### src/rtl/conv_encoder_param_if.sv
// Valid/ready stream bundle for conv_encoder_param: data words in, coded words out.
// The slave modport is the encoder side; the master modport is the producer/consumer side.
interface conv_encoder_param_if #(
  parameter int DATA_W = 8,
  parameter int N      = 2
);
  logic                  in_valid;
  logic                  in_ready;
  logic [DATA_W-1:0]     in_data;
  logic                  in_last;
  logic                  tail_en;
  logic                  out_valid;
  logic                  out_ready;
  logic [N*DATA_W-1:0]   out_data;
  logic                  out_last;

  modport slave (
    input  in_valid, in_data, in_last, tail_en, out_ready,
    output in_ready, out_valid, out_data, out_last
  );

  modport master (
    output in_valid, in_data, in_last, tail_en, out_ready,
    input  in_ready, out_valid, out_data, out_last
  );
endinterface

### src/rtl/conv_encoder_param.sv
// Rate-1/N feed-forward convolutional encoder: one word in, encoded MSB first one bit per
// cycle, one N*DATA_W coded word out, optional zero-tail termination at end of frame.
module conv_encoder_param #(
  parameter int               DATA_W = 8,
  parameter int               K      = 8,
  parameter int               N      = 2,
  parameter logic [N*K-1:0]   G      = {8'b11110001, 8'b10110111}
) (
  input  logic                 clk,
  input  logic                 reset_n,
  conv_encoder_param_if.slave  bus
);

  localparam int OW    = N * DATA_W;
  localparam int CNT_W = (DATA_W > 1) ? $clog2(DATA_W) : 1;
  localparam logic [CNT_W-1:0] LAST_CNT = CNT_W'(DATA_W - 1);

  generate
    if (K < 2 || N < 1 || (K - 1) > DATA_W) begin : g_bad_params
      $error("conv_encoder_param: need K >= 2, N >= 1 and K-1 <= DATA_W");
    end
  endgenerate

  typedef enum logic [1:0] {IDLE, ENC, OUT} state_t;

  state_t            r_state;
  state_t            w_next;
  logic [DATA_W-1:0] r_data;
  logic [K-2:0]      r_sr;
  logic [CNT_W-1:0]  r_cnt;
  logic [OW-1:0]     r_out;
  logic              r_last;
  logic              r_tail_en;
  logic              r_is_tail;

  logic [K-1:0]      w_win;
  logic [N-1:0]      w_sym;
  logic              w_out_last;
  logic              w_start_tail;

  // Window: current bit on top, most recent past bit just below it.
  assign w_win        = {r_data[DATA_W-1], r_sr};
  assign w_out_last   = r_is_tail | (r_last & ~r_tail_en);
  assign w_start_tail = r_last & r_tail_en & ~r_is_tail;

  always_comb begin
    for (int i = 0; i < N; i++) begin
      w_sym[i] = ^(G[i*K +: K] & w_win);
    end
  end

  // NOTE: sequential state uses non-blocking assignments so every register samples pre-edge values.
  always_ff @(posedge clk or negedge reset_n) begin
    if (!reset_n) r_state <= IDLE;
    else          r_state <= w_next;
  end

  // NOTE: default assignment first, so no path through the case leaves w_next unassigned (no latch).
  always_comb begin
    w_next = r_state;
    case (r_state)
      IDLE:    if (bus.in_valid)        w_next = ENC;
      ENC:     if (r_cnt == LAST_CNT)   w_next = OUT;
      OUT:     if (bus.out_ready)       w_next = w_start_tail ? ENC : IDLE;
      default:                          w_next = IDLE;
    endcase
  end

  always_comb begin
    bus.in_ready  = 1'b0;
    bus.out_valid = 1'b0;
    case (r_state)
      IDLE:    bus.in_ready  = 1'b1;
      OUT:     bus.out_valid = 1'b1;
      default: ;
    endcase
    bus.out_data = r_out;
    bus.out_last = (r_state == OUT) & w_out_last;
  end

  // Symbols shift in from the bottom, so after DATA_W steps the first bit's symbol sits on top.
  always_ff @(posedge clk or negedge reset_n) begin
    if (!reset_n) begin
      r_data    <= '0;
      r_sr      <= '0;
      r_cnt     <= '0;
      r_out     <= '0;
      r_last    <= 1'b0;
      r_tail_en <= 1'b0;
      r_is_tail <= 1'b0;
    end else begin
      case (r_state)
        IDLE: begin
          if (bus.in_valid) begin
            r_data    <= bus.in_data;
            r_last    <= bus.in_last;
            r_tail_en <= bus.tail_en;
            r_is_tail <= 1'b0;
            r_cnt     <= '0;
          end
        end
        ENC: begin
          r_data <= r_data << 1;
          r_sr   <= w_win[K-1:1];
          r_out  <= (r_out << N) | OW'(w_sym);
          r_cnt  <= r_cnt + 1'b1;
        end
        OUT: begin
          if (bus.out_ready) begin
            if (w_start_tail) begin
              r_data    <= '0;
              r_is_tail <= 1'b1;
              r_cnt     <= '0;
            end else if (w_out_last) begin
              // Frame ends here: truncated frames drop their history.
              r_sr <= '0;
            end
          end
        end
        default: ;
      endcase
    end
  end

endmodule

### src/flat_wrapper.sv
// flat-port wrapper written by rule: the top's interface ports become plain ports
module conv_encoder_param_flat 
#(
  parameter int               DATA_W = 8,
  parameter int               K      = 8,
  parameter int               N      = 2,
  parameter logic [N*K-1:0]   G      = {8'b11110001, 8'b10110111}
)
  (clk, reset_n, bus_in_valid, bus_in_data, bus_in_last, bus_tail_en, bus_out_ready, bus_in_ready, bus_out_valid, bus_out_data, bus_out_last);
  conv_encoder_param_if #(.DATA_W(DATA_W), .N(N)) bus_i ();
  input  logic clk;
  input  logic reset_n;
  input wire logic [$bits(bus_i.in_valid)-1:0] bus_in_valid;
  input wire logic [$bits(bus_i.in_data)-1:0] bus_in_data;
  input wire logic [$bits(bus_i.in_last)-1:0] bus_in_last;
  input wire logic [$bits(bus_i.tail_en)-1:0] bus_tail_en;
  input wire logic [$bits(bus_i.out_ready)-1:0] bus_out_ready;
  output wire logic [$bits(bus_i.in_ready)-1:0] bus_in_ready;
  output wire logic [$bits(bus_i.out_valid)-1:0] bus_out_valid;
  output wire logic [$bits(bus_i.out_data)-1:0] bus_out_data;
  output wire logic [$bits(bus_i.out_last)-1:0] bus_out_last;
  assign bus_i.in_valid = bus_in_valid;
  assign bus_i.in_data = bus_in_data;
  assign bus_i.in_last = bus_in_last;
  assign bus_i.tail_en = bus_tail_en;
  assign bus_i.out_ready = bus_out_ready;
  assign bus_in_ready = bus_i.in_ready;
  assign bus_out_valid = bus_i.out_valid;
  assign bus_out_data = bus_i.out_data;
  assign bus_out_last = bus_i.out_last;
  conv_encoder_param #(.DATA_W(DATA_W), .K(K), .N(N), .G(G)) u_core (.clk(clk), .reset_n(reset_n), .bus(bus_i));
endmodule
### config.mk
export PLATFORM = sky130hd
export DESIGN_NAME = conv_encoder_param_flat
export DESIGN_NICKNAME = d
export VERILOG_FILES = /design/src/rtl/conv_encoder_param_if.sv /design/src/rtl/conv_encoder_param.sv /design/src/flat_wrapper.sv
export SDC_FILE = /design/constraint.sdc
export NUM_CORES = 1
export LEC_CHECK = 0
export ABC_CLOCK_PERIOD_IN_PS = 1850
export CAP_MARGIN = 0
export CORE_MARGIN = 10
export CORE_UTILIZATION = 35
export CTS_CLUSTER_SIZE = 24
export DETAILED_ROUTE_END_ITERATION = 10
export SLEW_MARGIN = 5
export SYNTH_ARGS = -nofsm -noshare
export SYNTH_HDL_FRONTEND = slang
export SYNTH_SLANG_ARGS = --single-unit
### constraint.sdc
create_clock -name clk -period 1.85 [get_ports clk]
set_input_delay 0.37 -clock clk [delete_from_list [all_inputs] [get_ports clk]]
set_output_delay 0.37 -clock clk [all_outputs]
set_load 0.01 [all_outputs]
# --- Word-level counts from Yosys, hierarchy flattened ---
# Index checks and enable logic that the tools add are counted.
op_classes:
  add_sub_neg: 1
  n_mul: 0
  magnitude_cmp: 0
  mux: 23
  eq_ne: 9
  n_reduce_logical: 11
  shifts: 0
  n_bitwise: 8
  div_mod_pow: 0
op_table:
  columns: ["op", "n"]
  rows:
  - ["$mux W8", 3]
  - ["$pmux W8 S3", 1]
  - ["$mux W7", 3]
  - ["$or A16 B2 Y16", 1]
  - ["$reduce_xor A8 Y1", 2]
  - ["$pmux W7 S2", 1]
  - ["$reduce_and A4 Y1", 3]
  - ["$mux W3", 3]
  - ["$pmux W3 S3", 1]
  - ["$mux W1", 6]
  - ["$mux W2", 3]
  - ["$ne A2 B1 Y1 const B", 3]
  - ["$ne A2 B2 Y1 const B", 3]
  - ["$pmux W2 S3", 1]
  - ["$and A1 B1 Y1", 4]
  - ["$reduce_bool A2 Y1", 2]
  - ["$add A3 B1 Y3 const B", 1]
  - ["$eq A3 B3 Y1 const B", 1]
  - ["$reduce_and A3 Y1", 1]
  - ["$reduce_bool A3 Y1", 1]
  - ["$eq A2 B1 Y1 const B", 1]
  - ["$eq A2 B2 Y1 const B", 1]
  - ["$logic_not A2 Y1", 1]
  - ["$not A1 Y1", 2]
  - ["other kinds (3)", 3]
totals:
  out_inout_bits: 19
  latchBits: 0
  memories: 0
  rom_bits: 0
  register_bits: 39
  mem_bits_rw: 0
  in_bits: 14

# --- Depth between registers and ports, before layout ---
logic_depth:
  depth_word: 7
  mapped_depth: 8
  depth_no_buf: 6

# --- Worst setup path before layout ---
# No wires, ideal clock.
synth_path:
  path_kind: "flip-flop to flip-flop"
  start: "register u_core.r_state[0]"
  end: "register u_core.r_sr[0]"
  t_required_ns: 1.725
  arrival_ns: 1.635
  setup_time_ns: 0.125
  n_path_buf: 1
  stages_incl_launch_ff: 8
  setup_slack_ns: 0.090
  cell_sequence: "dfrtp_1 inv_1 ha_1 buf_4 nand4b_4 nand2_1 a21oi_4 mux2_2"
synth_via:
  elab_chain_cells: 3
  word_cells_on_any_way: 8
synth_rtl:
  columns: ["element", "line_no", "text"]
  rows:
  - ["start, declared", "conv_encoder_param.sv:26", "state_t r_state;"]
  - ["start signal, assigned", "conv_encoder_param.sv:55", "else r_state <= w_next;"]
  - ["$eq A2 B2 Y1 or $eq A2 B1 Y1 (tied branches)", "conv_encoder_param.sv:92", "case (r_state)"]
  - ["$ne A2 B1 Y1 (no line) (tied with other cells)", null, null]
  - ["$reduce_and A4 Y1 (no line)", null, null]
  - ["end signal, assigned", "conv_encoder_param.sv:104", "r_sr <= w_win[K-1:1];"]
  - ["end, declared", "conv_encoder_param.sv:29", "logic [K-2:0] r_sr;"]
# Several ways; a longest one is shown, not always the timed one.
# A chain may end at the register's enable or synchronous reset.

# --- Final worst setup path ---
layout_path:
  start: "register u_core.r_state[1]"
  end: "output bus_in_ready"
layout_via:
  elab_chain_cells: 2
layout_rtl:
  columns: ["element", "line_no", "text"]
  rows:
  - ["$logic_not A2 Y1", "conv_encoder_param.sv:72", "case (r_state)"]
  - ["$mux W1", "conv_encoder_param.sv:72", null]
  - ["end, declared", "flat_wrapper.sv:18", "output wire logic [$bits(bus_i.in_ready)-1:0] bus_in_ready;"]
# Every way passes these cells.

==> results.toml <==
[grt]
grt_pass1_wl_mm = 6.34
grt_usage = 0.0894
grt_max_degree = 40
globalRouteOverflowTotal = 0
grt_pass1_vias = 1366
antenna_found_initial = 0

[synthesis]
synth_edf_count = 0
postSynthCellCount = 161
async_flop_share = 1.00
syn_area_um2 = 1930
synth_fp_nets = 183
seq_area_frac_synth = 0.505
synth_top_area_share = 0.505
synth_top_area_cell = "dfrtp_1"
ys_warn_count = 0
avgSynthCellArea_um2 = 12.0
synth.area.top_cells = "dfrtp_1 (51%), mux2_2 (14%), ha_1 (5.2%)"
synth_flop_cell = "dfrtp_1"
ys_ff_latch = 39
synth_cell_types = 28

[cells_and_area]
final_common_cell = "dfrtp_1"
n_antenna_cell = 0
fill_cells = 488
num-nets-final = 223
area_growth_pct = 28.0
drive_gt1_frac = 0.282
mostFrequentLayoutCells = "dfrtp_1 (39), clkdlybuf4s50_1 (28), mux2_2 (24), nor2b_1 (16), nor2_1 (12)"

[place]
gp_congestion = 0.869
hpwl_mm = 2.80
port_buffers = 32
post-place-ws_ns = 0.0769

[worst_setup_path]
end_kind = "primary output"
worstSetupPathType = "reg -> out"
required_ns = 1.48
cp_max_fo = 6
startpoint_type = "register"
r2r_cells = 6
cp.arrival_ns = 1.39

[cts]
worst_skew_pair.late_latency_ns = 0.29
htree_num_levels = 2
postCtsHoldBufs = 0
clockRootBuffer = "clkbuf_8"
cts_tree = "done"
numCtsBuffers = 5
clock_sinks = 39
path_clk_slew_ns = 0.08
cts_max_path_buffers = 2

[sta]
final.setup.tns_ns = 0
setup_ws_ns = 0.0880
tightest_slew_ns = 0.499
fmax_ghz = 0.568
finalCriticalPeriod_ns = 1.76
rsz0062_at_grt = "true"
report.final.slew_viol_count = 0
hold_viol = 0
fin_skew_ns = 0.00232
fin_crit_sh = 0.952
setup_viol_count_final = 0
slew-limit-headroom = 0.668
holdWs_ns = 0.135

[drt]
firstDrtPassIters = 4
drt_iter0_drc = 34
wl_per_cell_um = 14.0
antenna_left = 0
dr_total_vias = 1291
wirelength_mm = 3.82
routed_via_density = 4.75
drc = 0

[floorplan]
core_area_um2 = 5240
die-width_um = 94.3
dieArea_um2 = 8890
boundaryPins = 33
start_util = 0.369
num_rows = 26
die_y_um = 94.3

[pwr]
peakVddDrop_v = 0.000626
leakage_nw = 1.04
power_density_nw_per_um2 = 1850

[hold_path]
hold_class = "in -> async"

[status]
status = "complete, no violations"

[flow_run]
drv_cap = 0
==> sequential cells by signal, indices dropped and copies added (netlist names) <==
| name | flops |
|---|---|
| u_core.r_sr | 7 |
| u_core.r_last | 1 |
| u_core.r_tail_en | 1 |
| u_core.bus.out_data | 16 |
| u_core.r_cnt | 3 |
| u_core.r_is_tail | 1 |
| u_core.r_data | 8 |
| u_core.r_state | 2 |
==> timing repair <==
action | 4_1_cts | 5_1_grt
gates resized for setup | 5 | 1
buffers inserted | 0 | 1
setup endpoints to repair | 3 | 2
==> path summary, 6_finish.rpt <==
| check | to | from | slack (ns) |
|---|---|---|---|
| min | u_core.bus.out_data[1]$_DFFE_PN0N_ | reset_n | 0.13 |
| max reg2reg | u_core.r_sr[2]$_DFFE_PN0P_ | u_core.r_state[1]$_DFFE_PN0P_ | 0.12 |
| min reg2reg | u_core.bus.out_data[14]$_DFFE_PN0N_ | u_core.bus.out_data[14]$_DFFE_PN0N_ | 0.51 |
| min in group clk | u_core.bus.out_data[14]$_DFFE_PN0N_ | u_core.bus.out_data[14]$_DFFE_PN0N_ | 0.51 |
| max | bus_in_ready | u_core.r_state[1]$_DFFE_PN0P_ | 0.09 |
| max in group asynchronous | u_core.r_cnt[1]$_DFFE_PN0P_ | reset_n | 1.37 |
==> logic make-up (layout without fill, tap and decap cells) <==
| group | count (synthesis) | in the layout | synth area share |
|---|---|---|---|
| AOI/OAI and AO/OA | 30 | 30 | 0.115 |
| xor gates and xnor gates | 6 | 6 | 0.0272 |
| adders and majority gates | 8 | 8 | 0.0518 |
| buffers and inverters | 15 | 56 | 0.0402 |
| DFF | 39 | 39 | 0.505 |
| muxes | 25 | 25 | 0.148 |
| and+or+nand+nor | 38 | 38 | 0.113 |
==> layout make-up <==
type | count | area [um2] | area share
Clock buffer | 5 | 68.8 | 0.0278
Sequential cell | 39 | 976 | 0.395
Multi-Input combinational cell | 107 | 883 | 0.357
Tap cell | 70 | 87.6 | 0.0354
Timing Repair Buffer | 40 | 384 | 0.155
Clock inverter | 3 | 43.8 | 0.0177
Inverter | 8 | 30.0 | 0.0121
==> worst max-delay path: stages (launching register included) <==
cell and delay, ns:
dfrtp_1 0.43, inv_1 0.13, ha_2 0.25, dlygate4sd2_1 0.29
==> per-stage QoR <==
stage	util	cells	area, um2	power [mW]
finish	0.472	272	2470	4.58
floorplan	-	161	1930	3.15
global route	0.472	272	2470	4.94
CTS	0.471	271	2470	4.66
global placement	0.449	263	2350	3.83
detailed placement	0.449	263	2350	3.93
==> power breakdown <==
| group | total (mW) | internal, mW | leakage, nW | switching (mW) |
|---|---|---|---|---|
| clock | 0.706 | 0.401 | 0.0581 | 0.304 |
| combinational | 2.29 | 1.29 | 0.519 | 0.997 |
| sequential | 1.58 | 1.28 | 0.466 | 0.300 |
==> per-layer routing <==
| layer | vias to the layer above | track usage | wire length [um] | share of wire |
|---|---|---|---|---|
| met5 | - | 0 | 0 | 0 |
| met4 | 0 | 0.0418 | 61 | 0.016 |
| met3 | 7 | 0.0312 | 314 | 0.082 |
| met2 | 33 | 0.156 | 1840 | 0.48 |
| met1 | 621 | 0.0941 | 1610 | 0.42 |
| li1 | 630 | - | - | - |
==> Yosys cell counts, types with 2 or more instances <==
library cell,instances
o21ai_1,2
nand2_1,2
nand3_1,4
mux2_2,24
a21oi_1,5
dfrtp_1,39
buf_2,2
ha_1,8
clkbuf_1,2
nor2b_1,16
a31oi_1,8
o21ai_0,3
a21oi_2,7
buf_6,2
nor2_1,12
xnor2_1,6
inv_1,8
No activity file was read; power rests on OpenSTA's default activity.
